$ cat config.mk
export PLATFORM = sky130hd
export DESIGN_NAME = muldiv_sequencer
export DESIGN_NICKNAME = d
export VERILOG_FILES = /design/src/rtl/muldiv_pkg.sv /design/src/rtl/muldiv_sequencer_div_step.sv /design/src/rtl/muldiv_sequencer.sv
export SDC_FILE = /design/constraint.sdc
export NUM_CORES = 2
export LEC_CHECK = 0
export ABC_AREA = 1
export BUFFER_PORTS_ARGS = -buffer_cell sky130_fd_sc_hd__buf_2
export CORE_MARGIN = 2
export CORE_UTILIZATION = 55
export DETAILED_ROUTE_END_ITERATION = 8
export HOLD_SLACK_MARGIN = 0.03
export PLACE_DENSITY_LB_ADDON = 0.1
export SYNTH_ARGS = -nofsm -noshare
export SYNTH_HDL_FRONTEND = slang
export SYNTH_SLANG_ARGS = --single-unit
$ cat constraint.sdc
create_clock -name clk -period 9.9 [get_ports clk]
set_clock_uncertainty 0.05 [all_clocks]
set_input_delay 0.99 -clock clk [delete_from_list [all_inputs] [get_ports clk]]
set_output_delay 0.99 -clock clk [all_outputs]
set_load 0.02 [all_outputs]
$ cat src/rtl/muldiv_pkg.sv
// rtl/muldiv_pkg.sv - RV32M op codes, sequencer states and shared constants
package muldiv_pkg;

    localparam logic [4:0] OP_MUL    = 5'b01011;
    localparam logic [4:0] OP_MULH   = 5'b01100;
    localparam logic [4:0] OP_MULHSU = 5'b01101;
    localparam logic [4:0] OP_MULHU  = 5'b01110;
    localparam logic [4:0] OP_DIV    = 5'b01111;
    localparam logic [4:0] OP_DIVU   = 5'b10000;
    localparam logic [4:0] OP_REM    = 5'b10001;
    localparam logic [4:0] OP_REMU   = 5'b10010;

    localparam int DIV_ITERS = 32;

    typedef enum logic [1:0] {
        ST_IDLE = 2'd0,
        ST_MUL  = 2'd1,
        ST_DIV  = 2'd2,
        ST_DONE = 2'd3
    } state_t;

    // M codes occupy one contiguous range, multiplies below divides
    function automatic logic is_m_op(input logic [4:0] op);
        return (op >= OP_MUL) && (op <= OP_REMU);
    endfunction

    function automatic logic is_div_op(input logic [4:0] op);
        return (op >= OP_DIV) && (op <= OP_REMU);
    endfunction

    function automatic logic is_signed_div(input logic [4:0] op);
        return (op == OP_DIV) || (op == OP_REM);
    endfunction

    function automatic logic is_quo_op(input logic [4:0] op);
        return (op == OP_DIV) || (op == OP_DIVU);
    endfunction

endpackage

$ cat src/rtl/muldiv_sequencer_div_step.sv
// rtl/muldiv_sequencer_div_step.sv - one restoring radix-2 divide iteration
module div_step #(
    parameter int XLEN = 32
) (
    input  logic [XLEN-1:0] rem_i,
    input  logic [XLEN-1:0] quo_i,
    input  logic [XLEN-1:0] dvs_i,
    output logic [XLEN-1:0] rem_o,
    output logic [XLEN-1:0] quo_o
);

    logic [XLEN:0] shifted;
    logic          ge;

    assign shifted = {rem_i, quo_i[XLEN-1]};
    assign ge      = shifted >= {1'b0, dvs_i};

    // A successful subtract leaves a value below the divisor, so XLEN bits suffice
    assign rem_o = ge ? (shifted[XLEN-1:0] - dvs_i) : shifted[XLEN-1:0];
    assign quo_o = {quo_i[XLEN-2:0], ge};

endmodule

$ cat src/rtl/muldiv_sequencer.sv
// rtl/muldiv_sequencer.sv - multi-cycle RV32M multiply/divide sequencer for Execute
module muldiv_sequencer
    import muldiv_pkg::*;
#(
    parameter int MUL_LAT = 2,
    parameter int XLEN    = 32
) (
    input  logic            clk,
    input  logic            rst_n,
    input  logic            start_i,
    input  logic [4:0]      op_i,
    input  logic [XLEN-1:0] src_a_i,
    input  logic [XLEN-1:0] src_b_i,
    input  logic            flush_i,
    output logic            stall_o,
    output logic            busy_o,
    output logic            done_o,
    output logic [XLEN-1:0] result_o
);

    state_t          state_q, state_d;
    logic [4:0]      op_q;
    logic [4:0]      cnt_q;
    logic [XLEN-1:0] a_q, b_q;
    logic [XLEN-1:0] rem_q, quo_q, dvs_q;
    logic            neg_quo_q, neg_rem_q;
    logic [XLEN-1:0] result_q;

    logic            accept;
    logic            a_neg, b_neg;
    logic [XLEN-1:0] a_mag, b_mag;
    logic            div_zero, div_ovf, special;
    logic [XLEN-1:0] special_result;

    logic [XLEN-1:0] step_rem, step_quo;
    logic [XLEN-1:0] div_result;

    logic            sx_a, sx_b;
    logic signed [63:0] mul_a, mul_b, product;
    logic [XLEN-1:0] mul_result;

    assign accept = rst_n && (state_q == ST_IDLE) && start_i && is_m_op(op_i) && !flush_i;

    // Accept-time decode of divide operands and the no-iteration cases
    assign a_neg    = is_signed_div(op_i) && src_a_i[XLEN-1];
    assign b_neg    = is_signed_div(op_i) && src_b_i[XLEN-1];
    assign a_mag    = a_neg ? (~src_a_i + 1'b1) : src_a_i;
    assign b_mag    = b_neg ? (~src_b_i + 1'b1) : src_b_i;
    assign div_zero = (src_b_i == '0);
    assign div_ovf  = is_signed_div(op_i) && (src_a_i == {1'b1, {(XLEN-1){1'b0}}})
                      && (src_b_i == '1);
    assign special  = is_div_op(op_i) && (div_zero || div_ovf);

    always_comb begin
        special_result = '0;
        if (div_zero) begin
            special_result = is_quo_op(op_i) ? '1 : src_a_i;
        end else if (is_quo_op(op_i)) begin
            special_result = {1'b1, {(XLEN-1){1'b0}}};
        end
    end

    div_step #(.XLEN(XLEN)) u_div_step (
        .rem_i (rem_q),
        .quo_i (quo_q),
        .dvs_i (dvs_q),
        .rem_o (step_rem),
        .quo_o (step_quo)
    );

    always_comb begin
        div_result = '0;
        if (is_quo_op(op_q)) begin
            div_result = neg_quo_q ? (~step_quo + 1'b1) : step_quo;
        end else begin
            div_result = neg_rem_q ? (~step_rem + 1'b1) : step_rem;
        end
    end

    // 33-bit extended operands, carried at 64 bits so the product needs no truncation
    assign sx_a    = (op_q == OP_MULH) || (op_q == OP_MULHSU);
    assign sx_b    = (op_q == OP_MULH);
    assign mul_a   = {{32{sx_a & a_q[XLEN-1]}}, a_q};
    assign mul_b   = {{32{sx_b & b_q[XLEN-1]}}, b_q};
    assign product = mul_a * mul_b;
    assign mul_result = (op_q == OP_MUL) ? product[31:0] : product[63:32];

    always_ff @(posedge clk or negedge rst_n) begin
        if (!rst_n) begin
            state_q <= ST_IDLE;
        end else begin
            state_q <= state_d;
        end
    end

    always_comb begin
        state_d = state_q;
        stall_o = 1'b0;
        unique case (state_q)
            ST_IDLE: begin
                if (accept) begin
                    stall_o = 1'b1;
                    if (!is_div_op(op_i)) begin
                        state_d = ST_MUL;
                    end else if (special) begin
                        state_d = ST_DONE;
                    end else begin
                        state_d = ST_DIV;
                    end
                end
            end
            ST_MUL: begin
                stall_o = 1'b1;
                if (cnt_q == '0) state_d = ST_DONE;
            end
            ST_DIV: begin
                stall_o = 1'b1;
                if (cnt_q == '0) state_d = ST_DONE;
            end
            ST_DONE: begin
                state_d = ST_IDLE;
            end
            default: begin
                state_d = ST_IDLE;
            end
        endcase
        if (flush_i) state_d = ST_IDLE;
    end

    always_ff @(posedge clk or negedge rst_n) begin
        if (!rst_n) begin
            op_q      <= '0;
            cnt_q     <= '0;
            a_q       <= '0;
            b_q       <= '0;
            rem_q     <= '0;
            quo_q     <= '0;
            dvs_q     <= '0;
            neg_quo_q <= 1'b0;
            neg_rem_q <= 1'b0;
            result_q  <= '0;
        end else if (accept) begin
            op_q      <= op_i;
            a_q       <= src_a_i;
            b_q       <= src_b_i;
            rem_q     <= '0;
            quo_q     <= a_mag;
            dvs_q     <= b_mag;
            neg_quo_q <= a_neg ^ b_neg;
            neg_rem_q <= a_neg;
            cnt_q     <= is_div_op(op_i) ? 5'(DIV_ITERS - 1) : 5'(MUL_LAT - 1);
            if (special) result_q <= special_result;
        end else if (!flush_i && state_q == ST_DIV) begin
            rem_q <= step_rem;
            quo_q <= step_quo;
            cnt_q <= cnt_q - 5'd1;
            if (cnt_q == '0) result_q <= div_result;
        end else if (!flush_i && state_q == ST_MUL) begin
            cnt_q <= cnt_q - 5'd1;
            if (cnt_q == '0) result_q <= mul_result;
        end
    end

    assign busy_o   = (state_q != ST_IDLE);
    assign done_o   = (state_q == ST_DONE);
    assign result_o = result_q;

endmodule

* Word-level counts from Yosys, hierarchy flattened
Index checks and enable logic that the tools add are counted.
Word-level totals: register bits 206, input bits 73, output and inout bits 35, word-level logic and storage cells 106
Operators by class: $add $sub $neg 6, multiply operators 1, magnitude comparators 4, equality and inequality tests 16, muxes and demuxes 32, bitwise logic cells 7, reductions and logical operators 29
Operators by type and width (count):
- $mux W32 | 20
- $add A32 B1 Y32 const B | 4
- $not A32 Y32 | 4
- $eq A32 B32 Y1 const B | 2
- $mul A33 B33 Y64 | 1
- $ge A33 B32 Y1 | 1
- $logic_not A32 Y1 | 1
- $sub A32 B32 Y32 | 1
- $eq A5 B4 Y1 const B | 5
- $mux W5 | 4
- $eq A5 B5 Y1 const B | 3
- $logic_and A1 B1 Y1 | 13
- $ge A5 B4 Y1 const B | 2
- $mux W2 | 4
- $pmux W2 S3 | 1
- $reduce_bool A2 Y1 | 3
- $le A5 B5 Y1 const B | 1
- $logic_not A5 Y1 | 1
- $logic_or A1 B1 Y1 | 5
- $sub A5 B1 Y5 const B | 1
- $eq A2 B2 Y1 const B | 2
- $ne A3 B1 Y1 const B | 1
- $ne A3 B3 Y1 const B | 1
- $reduce_and A3 Y1 | 1
- 11 further kinds | 13

* Depth between registers and ports, before layout
depth in word-level cells 11, gate-level depth with buffers 38, gate-level depth less buffers 37

* Cells and area by module
Synthesis repeated with hierarchy kept, for this count alone.
Second synthesis, totals: cells, all modules 7731, area, all modules 56489.2 sq um
By module, submodules not included:
- muldiv_sequencer | instances 1, cells an instance 7052, area an instance 53088.4 sq um, sequential area each 5129.9 sq um
- div_step | instances 1, cells an instance 679, area an instance 3400.8 sq um, sequential area each 0.0 sq um

* Worst setup path before layout
No wires, ideal clock.
kind reg2reg, start register a_q[31], end register result_q[28] (netlist: result_o[28]), setup time 121 ps, arrival 8110 ps, data required time 9729 ps, path slack 1618 ps, cell stages (with the launch flop) 32, buffers on the path 2, clock period less this slack 8282 ps, cell sequence dfrtp_1 clkbuf_1 inv_1 nor3_2 clkinv_1 clkbuf_1 nor2_1 fa_1 inv_1 fa_1 inv_1 fa_1 inv_1 fa_1 inv_1 fa_1 fa_1 fa_1 inv_1 fa_1 inv_1 ha_1 a21oi_1 o21ai_0 a221oi_1 o211ai_1 a21o_1 or2_2 nand3_1 a21oi_1 nand2_1 a21oi_1
On the way: word-level cells in the longest chain between the ends 7
Ends and longest elaborated chain:
- start, declared | line muldiv_sequencer.sv:24 | logic [XLEN-1:0] a_q, b_q;
- start signal, assigned | line muldiv_sequencer.sv:144 | a_q <= src_a_i;
- $and A1 B1 Y1 | line muldiv_sequencer.sv:83 | assign mul_a = {{32{sx_a & a_q[XLEN-1]}}, a_q};
- $mul A33 B33 Y64 * | line muldiv_sequencer.sv:85 | assign product = mul_a * mul_b;
- $mux W32 * | line muldiv_sequencer.sv:86 | assign mul_result = (op_q == OP_MUL) ? product[31:0] : product[63:32];
- $mux W32 * | line muldiv_sequencer.sv:160 | if (cnt_q == '0) result_q <= mul_result;
- $mux W32 * | line muldiv_sequencer.sv:158 | end else if (!flush_i && state_q == ST_MUL) begin
- $mux W32 * | line muldiv_sequencer.sv:153 | end else if (!flush_i && state_q == ST_DIV) begin
- $mux W32 * | line muldiv_sequencer.sv:142 | end else if (accept) begin
- end signal, assigned | line muldiv_sequencer.sv:152 | if (special) result_q <= special_result;
- end signal, assigned | line muldiv_sequencer.sv:157 | if (cnt_q == '0) result_q <= div_result;
- end signal, assigned | line muldiv_sequencer.sv:160
- end, declared | line muldiv_sequencer.sv:27 | logic [XLEN-1:0] result_q;
Every way passes the cells marked *; elsewhere a longest branch is shown, timed or not. The select of a mux whose other input is x is not followed. A chain may end at the register's enable or synchronous reset.

* Worst setup path after layout
start register b_q[14], end register result_q[16] (netlist: result_o[16])
On the way: word-level cells in the longest chain between the ends 6
Ends and longest elaborated chain:
- start, declared | line muldiv_sequencer.sv:24
- start signal, assigned | line muldiv_sequencer.sv:145 | b_q <= src_b_i;
- $mul A33 B33 Y64 | line muldiv_sequencer.sv:85
- $mux W32 | line muldiv_sequencer.sv:86
- $mux W32 | line muldiv_sequencer.sv:160
- $mux W32 | line muldiv_sequencer.sv:158
- $mux W32 | line muldiv_sequencer.sv:153
- $mux W32 | line muldiv_sequencer.sv:142
No other way between the ends. The select of a mux whose other input is x is not followed.

==> results.json <==
{
  "run_status": "finished clean",
  "insertion_delay_of_the_later_clocked_pin_in_the_worst_skew_pair_ns": 0.59,
  "grt_pass1_vias": 47780,
  "detail_route.wirelength.met1_um": 75770,
  "ctsHtreeMaxLevel": 1,
  "worst_setup_path_startpoint": "b_q[14]$_DFFE_PN0P_",
  "dr.pass1.iters": 6,
  "crit_fanout": 15,
  "syn_area_per_cell_sq_um": 7.591,
  "drt.antenna.violating_nets": 0,
  "metal3_wl_um": 15050,
  "floorplan.die_area_sq_mm": 0.1016,
  "drv_slew": 0,
  "cts-root-to-sink-buffers": 3,
  "vias_per_cell": 5.490,
  "n_fill_cell": 9412,
  "nNetsFinal": 8553,
  "period_minus_slack_ns": 9.184,
  "timing.slew.headroom_pct": 18.35,
  "die_width_um": 318.7,
  "grt.overflow.total": 0,
  "synthDistinctLibCells": 65,
  "layout_commonest_cell": "sky130_fd_sc_hd__inv_1",
  "hold_buffers_post_cts": 0,
  "drc": 0,
  "synthesis.yosys.warnings": 0,
  "setup.worst_path.end": "result_o[16]$_DFFE_PN0P_",
  "groute.usage.overall_pct": 36.30,
  "worstSetupPathType": "flip-flop to flip-flop",
  "final_hold_violation_count": 0,
  "start_kind": "flip-flop",
  "first_iter_violations": 4021,
  "drive_gt1_share_pct": 5.720,
  "rsz0062_at_grt": "no",
  "ys_seq_elements": 205,
  "syn_nets": 8631,
  "clock_tree_sinks": 205,
  "post-dp-hpwl_um": 149300,
  "layout-area-overhead-vs-synth_pct": 5.170,
  "synth.yosys.seq_area_share_pct": 9.418,
  "critical-path-max-stage-delay_ns": 1.00,
  "cts_root_buf": "sky130_fd_sc_hd__clkbuf_16",
  "dr_wl_met2_um": 83150,
  "finalWirelength_um": 179000,
  "critical_r2r_launch": "b_q[14]$_DFFE_PN0P_",
  "crit_path_arrival_time_ns": 9.59,
  "synth_cells": 7176,
  "post_drt_wl_per_cell_um": 21.29,
  "post_synth_instance_area_sq_mm": 0.05447,
  "floorplan.core_area_sq_mm": 0.09828,
  "worstSetupEndpointType": "flip-flop",
  "total_number_of_placement_rows": 115,
  "totalNegativeSetupSlack_ns": 0,
  "reg2reg_depth": 31,
  "routed-via-count": 46150,
  "count_of_final_setup_violators": 0,
  "gpl.final_weighted_congestion": 1.022,
  "clkTransAtPathRegs_ns": 0.06,
  "maximum_number_of_pins_on_one_net_before_global_route_repair": 85,
  "boundaryPins": 108,
  "min_path_type": "primary input to asynchronous set/reset pin",
  "cp.required_ns": 10.30,
  "rrSetupSlack_ns": 0.72,
  "routed.top_layer": "met5",
  "min_period_over_period_pct": 92.77,
  "crit_path_frequent_cell": "sky130_fd_sc_hd__fa_1",
  "cts_tree": "built",
  "dieHeight_um": 318.7,
  "io_buffer_count": 107,
  "initial_antenna_violation_count": 9,
  "post-cts-setup-buffers": 0,
  "cts-resized-gates": 0,
  "grt_first_pass_wirelength_um": 282200,
  "timing.critical_path.slowest_stage_cell": "sky130_fd_sc_hd__dfrtp_1",
  "top_library_cells_by_usage_in_the_layout_fill_and_taps_aside": "sky130_fd_sc_hd__inv_1 (1900), sky130_fd_sc_hd__nand2_1 (1798), sky130_fd_sc_hd__fa_1 (1126)",
  "drv.max_cap_violation_count": 0,
  "floorplan.initialDensity_pct": 55.43,
  "tightest_slew_ns": 1.225,
  "cts_inserted_buffers": 27,
  "timing.rr.end": "result_o[16]$_DFFE_PN0P_",
  "max_freq_mhz": 108.9
}
==> kinds of logic after synthesis <==
family | after synthesis | share of synthesized area, %
AND/OR/NAND/NOR | 2568 | 19.12
buffers and inverters | 2269 | 15.73
adder cells (fa/ha/maj) | 1382 | 47.26
AO/OA/AOI/OAI | 672 | 7.178
flip-flops | 205 | 9.418
XOR/XNOR | 80 | 1.286
==> layer usage <==
layer  global-route usage [%]  vias up
met1                    51.34    23250
met5                        0        -
li1                         -    20750
met3                    5.399      257
met4                    8.583       10
met2                    59.20     1892
==> sequential cells by signal (all words and copies together) (netlist names), 2 cells and up <==
register  count
b_q          32
state_q       2
rem_q        32
a_q          32
quo_q        32
op_q          5
cnt_q         5
dvs_q        31
result_o     32
==> cells in the mapped netlist, drive strengths merged <==
cell     instances  area (sq um)
a211o            2         17.52
a211oi           2         15.01
a21boi           1         7.510
a21o            14         105.1
a21oi          235          1202
a221oi           7         61.31
a22oi            7         52.55
a311oi           3         26.28
a31o             1         8.760
a31oi           34         219.0
a41oi            5         43.79
and2             3         21.28
and3             2         12.51
buf             33         177.7
clkbuf         316          1186
clkinv           6         22.52
dfrtp          205          5130
fa            1126         22540
ha             256          3203
inv           1914          7184
nand2         1828          6939
nand2b           1         6.260
nand3          193         998.5
nand3b           5         37.54
nand4           45         296.5
nor2           403          1598
nor3            61         336.6
nor4            12         75.07
o2111ai          5         43.79
o211ai          22         165.2
o21a            11         82.58
o21ai          232          1184
o21bai          17         138.9
o221a            2         22.52
o221ai          20         175.2
o22ai           43         269.0
o2bb2ai          1         8.760
o311ai           1         8.760
o31ai            7         52.55
or2             15         93.85
xnor2           40         350.3
xor2            40         350.3
==> critical path: cells and delay by family, from the launching register on <==
kind	cells	cell delay, ns
buffers and inverters	7	0.69
AOI/OAI and AO/OA	8	2.20
and+or+nand+nor	7	0.77
DFF	1	1.00
adders and majority gates	9	4.28
==> how the worst min path moves through the flow <==
stage	end	slack, ns	start	cells after the start
6_report	rem_q[0]$_DFFE_PN0P_	0.26	rst_n	1
5_1_grt	rem_q[0]$_DFFE_PN0P_	0.28	rst_n	1
4_1_cts	rem_q[0]$_DFFE_PN0P_	0.25	rst_n	1
3_5_place_dp	dvs_q[6]$_DFFE_PN0P_	0.43	dvs_q[6]$_DFFE_PN0P_	2
3_3_place_gp	dvs_q[6]$_DFFE_PN0P_	0.42	dvs_q[6]$_DFFE_PN0P_	2
2_1_floorplan	dvs_q[10]$_DFFE_PN0P_	0.40	dvs_q[10]$_DFFE_PN0P_	2
==> through the flow <==
stage / util (%) / cells / instance area [sq um] / hold WS (ns) / worst slack (ns)
after floorplan: - / 7176 / 54470 / 0.4030 / 1.618
after global placement: 57.33 / 8356 / 56350 / 0.4169 / 0.8527
after CTS: 58.29 / 8403 / 57280 / 0.2541 / 0.8339
after detailed placement: 57.33 / 8356 / 56350 / 0.4323 / 0.8788
final: 58.29 / 8406 / 57290 / 0.2562 / 0.7161
after global routing: 58.29 / 8403 / 57280 / 0.2755 / 0.2788
==> layout make-up <==
cell class | count | area [sq um] | share of cell area [%]
Clock buffer | 33 | 758.2 | 1.324
Inverter | 1920 | 7209 | 12.58
Clock inverter | 14 | 176.4 | 0.3080
Sequential cell | 205 | 5136 | 8.966
Antenna cell | 3 | 7.507 | 0.01310
Timing Repair Buffer | 242 | 1597 | 2.787
Tap cell | 1287 | 1610 | 2.811
Multi-Input combinational cell | 4702 | 40790 | 71.21
Power is not shown: default switching activity piles up to over one toggle a cycle in this logic, so the estimate is an artifact.
